===== src/rtl/reg_writeback.sv =====
// Writeback sequencer: takes one retiring instruction at a time, waits for load
// data, aligns and extends it, and drives the single register-file write port.
module reg_writeback #(
  parameter int LOAD_TIMEOUT = 16
) (
  input  logic        clock,
  input  logic        reset_n,
  input  logic        wb_valid_i,
  output logic        wb_ready_o,
  input  logic [1:0]  wb_sel_i,
  input  logic [4:0]  wb_rd_i,
  input  logic [31:0] wb_alu_i,
  input  logic [31:0] wb_pc_i,
  input  logic [2:0]  wb_funct3_i,
  input  logic [1:0]  wb_byte_off_i,
  input  logic        dmem_rvalid_i,
  input  logic [31:0] dmem_rdata_i,
  output logic        rf_we_o,
  output logic [4:0]  rf_rd_o,
  output logic [31:0] rf_wdata_o,
  output logic        fwd_valid_o,
  output logic        load_pending_o,
  output logic [4:0]  pending_rd_o,
  output logic        err_o
);

  localparam int CNT_W = (LOAD_TIMEOUT > 2) ? $clog2(LOAD_TIMEOUT) : 1;
  localparam logic [CNT_W-1:0] CNT_MAX = CNT_W'(LOAD_TIMEOUT - 1);

  typedef enum logic [1:0] {
    ST_IDLE      = 2'd0,
    ST_WAIT_LOAD = 2'd1,
    ST_WRITE     = 2'd2
  } state_t;

  // Returns {bad_funct3, extended_data}; unsupported load types yield zero data.
  function automatic logic [32:0] load_extend(input logic [2:0]  f3,
                                              input logic [1:0]  off,
                                              input logic [31:0] rdata);
    logic [7:0]  b;
    logic [15:0] h;
    logic [32:0] r;
    b = rdata[{off, 3'b000} +: 8];
    h = rdata[{off[1], 4'b0000} +: 16];
    case (f3)
      3'b000:  r = {1'b0, {24{b[7]}}, b};
      3'b100:  r = {1'b0, 24'h000000, b};
      3'b001:  r = {1'b0, {16{h[15]}}, h};
      3'b101:  r = {1'b0, 16'h0000, h};
      3'b010:  r = {1'b0, rdata};
      default: r = {1'b1, 32'h00000000};
    endcase
    return r;
  endfunction

  state_t           state_q, state_d;
  logic [4:0]       rd_q, rd_d;
  logic [31:0]      data_q, data_d;
  logic [2:0]       funct3_q, funct3_d;
  logic [1:0]       off_q, off_d;
  logic [CNT_W-1:0] cnt_q, cnt_d;
  logic             err_q, err_d;
  logic             accept_s;
  logic [32:0]      ext_s;

  assign wb_ready_o     = (state_q != ST_WAIT_LOAD);
  assign accept_s       = wb_valid_i & wb_ready_o;
  assign ext_s          = load_extend(funct3_q, off_q, dmem_rdata_i);

  assign rf_we_o        = (state_q == ST_WRITE) & (rd_q != 5'd0);
  assign fwd_valid_o    = rf_we_o;
  assign rf_rd_o        = rd_q;
  assign rf_wdata_o     = data_q;
  assign load_pending_o = (state_q == ST_WAIT_LOAD);
  assign pending_rd_o   = rd_q;
  assign err_o          = err_q;

  // Next-state and datapath register update.
  always_comb begin
    state_d  = state_q;
    rd_d     = rd_q;
    data_d   = data_q;
    funct3_d = funct3_q;
    off_d    = off_q;
    cnt_d    = cnt_q;
    err_d    = err_q;
    case (state_q)
      ST_IDLE, ST_WRITE: begin
        // A response with no load outstanding is a protocol error.
        if (dmem_rvalid_i) begin
          err_d = 1'b1;
        end else begin
          err_d = err_q;
        end
        if (accept_s) begin
          case (wb_sel_i)
            2'b01: begin
              rd_d    = wb_rd_i;
              data_d  = wb_alu_i;
              state_d = ST_WRITE;
            end
            2'b11: begin
              rd_d    = wb_rd_i;
              data_d  = wb_pc_i + 32'd4;
              state_d = ST_WRITE;
            end
            2'b10: begin
              rd_d     = wb_rd_i;
              funct3_d = wb_funct3_i;
              off_d    = wb_byte_off_i;
              cnt_d    = {CNT_W{1'b0}};
              state_d  = ST_WAIT_LOAD;
            end
            default: begin
              state_d = ST_IDLE;
            end
          endcase
        end else begin
          state_d = ST_IDLE;
        end
      end
      ST_WAIT_LOAD: begin
        if (dmem_rvalid_i) begin
          data_d  = ext_s[31:0];
          err_d   = err_q | ext_s[32];
          state_d = ST_WRITE;
        end else if (cnt_q == CNT_MAX) begin
          err_d   = 1'b1;
          state_d = ST_IDLE;
        end else begin
          cnt_d = cnt_q + CNT_W'(1);
        end
      end
      default: begin
        state_d = ST_IDLE;
      end
    endcase
  end

  // State registers with synchronous active-low reset.
  always_ff @(posedge clock) begin
    if (!reset_n) begin
      state_q  <= ST_IDLE;
      rd_q     <= 5'd0;
      data_q   <= 32'd0;
      funct3_q <= 3'd0;
      off_q    <= 2'd0;
      cnt_q    <= {CNT_W{1'b0}};
      err_q    <= 1'b0;
    end else begin
      state_q  <= state_d;
      rd_q     <= rd_d;
      data_q   <= data_d;
      funct3_q <= funct3_d;
      off_q    <= off_d;
      cnt_q    <= cnt_d;
      err_q    <= err_d;
    end
  end

endmodule


===== config.mk =====
export PLATFORM = sky130hd
export DESIGN_NAME = reg_writeback
export DESIGN_NICKNAME = d
export VERILOG_FILES = /design/src/rtl/reg_writeback.sv
export SDC_FILE = /design/constraint.sdc
export NUM_CORES = 1
export LEC_CHECK = 0
export CORE_UTILIZATION = 25
export DETAILED_ROUTE_END_ITERATION = 16
export PLACE_DENSITY = 0.58
export SLEW_MARGIN = 10
export SYNTH_ARGS = -nofsm -noshare
export SYNTH_HDL_FRONTEND = slang
export SYNTH_SLANG_ARGS = --single-unit

===== constraint.sdc =====
create_clock -name clock -period 2.6 [get_ports clock]
set_input_delay 0.26 -clock clock [delete_from_list [all_inputs] [get_ports clock]]
set_output_delay 0.26 -clock clock [all_outputs]
set_load 0.02 [all_outputs]

# Word-level counts from Yosys, hierarchy flattened
# Cells that the tools add are included.
# Widths: inputs -> output; s select.
[word_totals]
elab_cells = 64
out_inout_bits = 47
regBits = 49
inputBits = 112
[classes]
n_shift = 2
n_bitwise = 3
n_mux = 19
reduce_logical = 12
eq_ne = 19
n_addsub = 2
[ops]
columns = ["operator", "n"]
rows = [
  ["$pmux 33 s5", 1],
  ["$pmux 32 s2", 2],
  ["$mux 32", 2],
  ["$add 32x3->32 const B", 1],
  ["$shiftx 32x6->16", 1],
  ["$shiftx 32x6->8", 1],
  ["$mux 4", 4],
  ["$ne 2x2->1 const B", 5],
  ["$reduce_and 3->1", 3],
  ["$pmux 2 s2", 2],
  ["$pmux 4 s2", 1],
  ["$eq 2x2->1 const B", 3],
  ["$eq 3x3->1 const B", 2],
  ["$mux 2", 3],
  ["$reduce_and 5->1", 1],
  ["$reduce_bool 5->1", 1],
  ["$add 4x1->4 const B", 1],
  ["$eq 2x1->1 const B", 2],
  ["$eq 4x4->1 const B", 1],
  ["$ne 2x1->1 const B", 2],
  ["$reduce_and 4->1", 1],
  ["$reduce_or 2->1", 2],
  ["$eq 3x1->1 const B", 1],
  ["$eq 3x2->1 const B", 1],
  ["other kinds (10)", 13],
]

# Logic depth before layout (Yosys ltp)
[depth]
ltp_word = 5
ltp_mapped = 8
ltp_nobuf = 7

# Worst setup path after synthesis
# OpenSTA, ideal clock, no wires.
[synth_path]
path_kind = "input-to-reg"
start = "input wb_pc_i[2]"
end = "register data_q[26], in the netlist rf_wdata_o[26]"
arrival_time_ps = 2129
required_time_ps = 2542
setup_slack_ps = 413
setup_time_ps = 58
path_stages = 8
path_buffers = 1
cell_sequence = "ha_1 -> nand3_1 -> or2_1 -> buf_6 -> or4_4 -> or3_1 -> a31oi_1 -> o221a_2"
[synth_between]
elab_chain_len = 4
[synth_rtl]
columns = ["element", "line_no", "source"]
rows = [
  ["start, declared", "13", "input logic [31:0] wb_pc_i,"],
  ["$add 32x3->32", "104", "data_d = wb_pc_i + 32'd4;"],
  ["$pmux 32 s2", "96", "case (wb_sel_i)"],
  ["$mux 32", "95", "if (accept_s) begin"],
  ["$pmux 32 s2", "87", "case (state_q)"],
  ["end signal, assigned", "153", "data_q <= data_d;"],
  ["end, declared", "58", "logic [31:0] data_q, data_d;"],
]
# No other way between the ends. The select of a mux whose other input is x is not followed.
# A chain may end at the register's enable or synchronous reset.

# Worst setup path after layout
[layout_path]
start = "input dmem_rdata_i[15]"
end = "register data_q[13], in the netlist rf_wdata_o[13]"
[layout_between]
elab_chain_len = 4
[layout_rtl]
columns = ["element", "line_no", "source"]
rows = [
  ["start, declared", "17", "input logic [31:0] dmem_rdata_i,"],
  ["$shiftx 32x6->8", "43", "b = rdata[{off, 3'b000} +: 8];"],
  ["$pmux 33 s5", "45", "case (f3)"],
  ["$mux 32", "123", "if (dmem_rvalid_i) begin"],
  ["$pmux 32 s2", "87", ""],
]
# No other way between the ends. The select of a mux whose other input is x is not followed.

==> results.md <==
- Outcome: finished clean
- Number of synthesized flops with an enable pin: 0
- Number of detailed-routing iterations run before antenna repair: 5
- Synth warnings: 0
- Number of design-rule violations left by the first detailed-router iteration: about 290
- Nets: ~750
- Category of the worst setup path capture point: register
- Clock sink total: just under 50
- Post-synth design cell area: 3580 µm²
- Layout overhead on the synthesized area: 58.7%
- Min-Delay Path Class: register to register
- Setup slack on the worst flop-to-flop path: between 300 and 400 ps
- Post-detailed-route DRC marker count: 0
- Max frequency: between 400 and 500 MHz
- Source of the worst hold timing path: rf_wdata_o[15]
- Startpoint-to-endpoint class of the critical path: input pin to register
- Post-route minimum period: between 2000 and 2500 ps
- Synthesized netlist cell count: approximately 470
- Weighted congestion at the end of routability-driven global placement: around 0.9
- Final worst-path cycle share: between 80% and 90%
- Setup repair after global routing missed its margin: no
- Worst setup slack before clock tree synthesis: -50.1 ps
- Core area: 13900 µm²
- Peak supply drop: between 0.3 and 0.4 mV
- FP Rows: 43
- Average instance area after synthesis: about 7.6 µm²
- Cell depth of the worst hold path: 2
- Resized Gates After CTS: 0
- Total die area: 14800 µm²
- Initial antenna violation count: 0
- Count of nets left with antenna violations after detail routing: 0
- Post-CTS Setup Inserts: 0
- Number of global-route vias before repair: between 4000 and 5000
- WP data required: ~2800 ps
- Total count of max-transition violations in the final report: 0
- Fraction of layout cells with a size suffix above 1: between 10% and 20%
- Inserted Clock Buffers: 5
- Primary FF master, synth: sky130_fd_sc_hd__dfxtp_1
- MaxCap Viol Count: 0
- Final count of hold timing violations: 0
- Net Count, Synth: 585
- Largest net degree at the start of global routing: 32
- Distinct cell type count of the synthesized netlist: 60
- Yosys reg bits: 49
- GRT Overall Usage: 20.5%
- Number of levels the H-tree was split into: 2
- Max Buffers Root-to-Sink: 2
- Die height: around 120 µm
- Startpoint of the worst setup timing path: dmem_rdata_i[15]
- Crit path max fanout: 7
- Final core area utilization: 40.7%
- Most common library cell in the layout ignoring fill and taps: sky130_fd_sc_hd__clkdlybuf4s50_1
- Leakage: a little over 2 nW
- Master cell of the clock root buffer: sky130_fd_sc_hd__clkbuf_16
- Number of setup violations in the final report: 0
- Post-route worst hold slack: slightly below 500 ps
- Count of port buffers added during placement: about 160
- Start of the worst register-to-register path: off_q[1]
- Number of vias per cell after detailed routing: 5.30
- Clock-pin slew on the worst setup and hold paths: ~70 ps
- Arrival time of the worst setup path: ~2600 ps
- Diode count: 0
- First-pass GRT wire length: roughly 23000 µm
- TritonCTS clock tree: built
- Hold bufs inserted after CTS: 0
- Share of the yosys chip area belonging to registers: 27.4%
- Post-DP HPWL: 12100 µm
- Least setup slack across all paths after layout: around 270 ps
- Relative slew margins: between 15 and 20%
- Top Ports: roughly 160
- Async set-reset flop share out of synthesis: 0%
- GRT Residual Overflow: 0
- Skew final: around 3.6 ps
- Cell area power density: 419 nW/µm²
- Kind of start point of the critical path: input pin
- Number of cells on the worst reg-to-reg path: 5
- Die Span X: 122 µm
- Vias: 4348
- Clock latency on the worst-skew pair: approximately 290 ps
- Worst Max-Slew Pin Slew: approximately 1200 ps
- Commonest non-fill, non-tap cells in the layout: sky130_fd_sc_hd__clkdlybuf4s50_1 (158), sky130_fd_sc_hd__a21oi_1 (54), sky130_fd_sc_hd__o21ai_0 (51)
- Overall routed net length: 15100 µm
- Initial cell density of the core: 25.7%
- WL/cell: around 18 µm
-- area by class of cell --
| cell class | instances | area [µm²] |
|---|---|---|
| tap | 180 | 225 |
| sequential | 49 | 981 |
| clock buffer | 5 | 125 |
| clock inverter | 3 | 46.3 |
| fill | 1418 | 8260 |
| multi-input combinational | 382 | 2410 |
| timing repair buffer | 196 | 1870 |
| inverter | 5 | 18.8 |
-- report_power, final --
group	leakage (nW)	switching, mW	internal (mW)
clock	0.0800	0.304	0.456
combinational	1.58	0.377	0.402
sequential	0.403	0.0384	0.802
-- cell families (layout without fill, tap and decap cells) --
logic type	Yosys count	in the layout	synth area share [%]
flip-flops	49	49	27.4
buffers and inverters	40	209	5.07
AO/OA/AOI/OAI	172	172	30.8
XOR/XNOR	23	23	5.63
AND/OR/NAND/NOR	165	165	24.1
adder cells (fa/ha/maj)	2	2	0.700
multiplexers	20	20	6.26
-- Yosys cell counts, drive strengths merged (6+ instances only) --
master	number	area, µm²
buf	10	68.8
nor3	8	40.0
o221a	8	90.1
nor3b	11	82.6
a31oi	8	50.1
xnor2	13	114
o21ai	52	260
dfxtp	49	981
xor2	10	87.6
clkbuf	25	93.8
a221oi	12	105
nor2	33	124
nand2b	6	37.5
nand3	6	30.0
nor2b	13	81.3
a21oi	54	270
nand2	48	180
nand4	10	68.8
mux2	9	101
mux2i	10	100
-- worst max-delay path, stage by stage --
cell                              delay, ps
sky130_fd_sc_hd__clkdlybuf4s50_1        510
sky130_fd_sc_hd__mux4_2                 270
sky130_fd_sc_hd__nor4b_1                980
sky130_fd_sc_hd__a221oi_1               100
sky130_fd_sc_hd__o21ai_0                240
sky130_fd_sc_hd__o221a_2                210
-- registers in the layout, summed over array words and instances, names as in the netlist --
| register | cells |
|---|---|
| rf_wdata_o | 32 |
| pending_rd_o | 5 |
| cnt_q | 4 |
| funct3_q | 3 |
| off_q | 2 |
| state_q | 2 |
| err_o | 1 |
-- final timing paths --
kind,endpoint
min,rf_wdata_o[15]
min reg2reg,rf_wdata_o[15]
max reg2reg,rf_wdata_o[13]
max,rf_wdata_o[13]
-- stage by stage --
| step | instance area (µm²) | TNS [ps] | total power [mW] | cells |
|---|---|---|---|---|
| after floorplan | 3580 | 0 | 1.19 | 471 |
| after global placement | 5510 | 0 | 1.63 | 812 |
| after detailed placement | 5510 | -144 | 1.63 | 812 |
| after CTS | 5680 | 0 | 2.40 | 820 |
| after global routing | 5680 | 0 | 2.49 | 820 |
| final | 5680 | 0 | 2.38 | 820 |
-- routing by layer --
| metal | vias up | track usage (%) | routed length (µm) |
|---|---|---|---|
| li1 | 2095 | - | - |
| met1 | 2026 | 27.2 | 6620 |
| met2 | 205 | 33.6 | 6940 |
| met3 | 22 | 3.84 | 1160 |
| met4 | 0 | 5.79 | 399 |
| met5 | - | 0 | 0 |
Note: power is estimated with default switching activity, not from simulation.
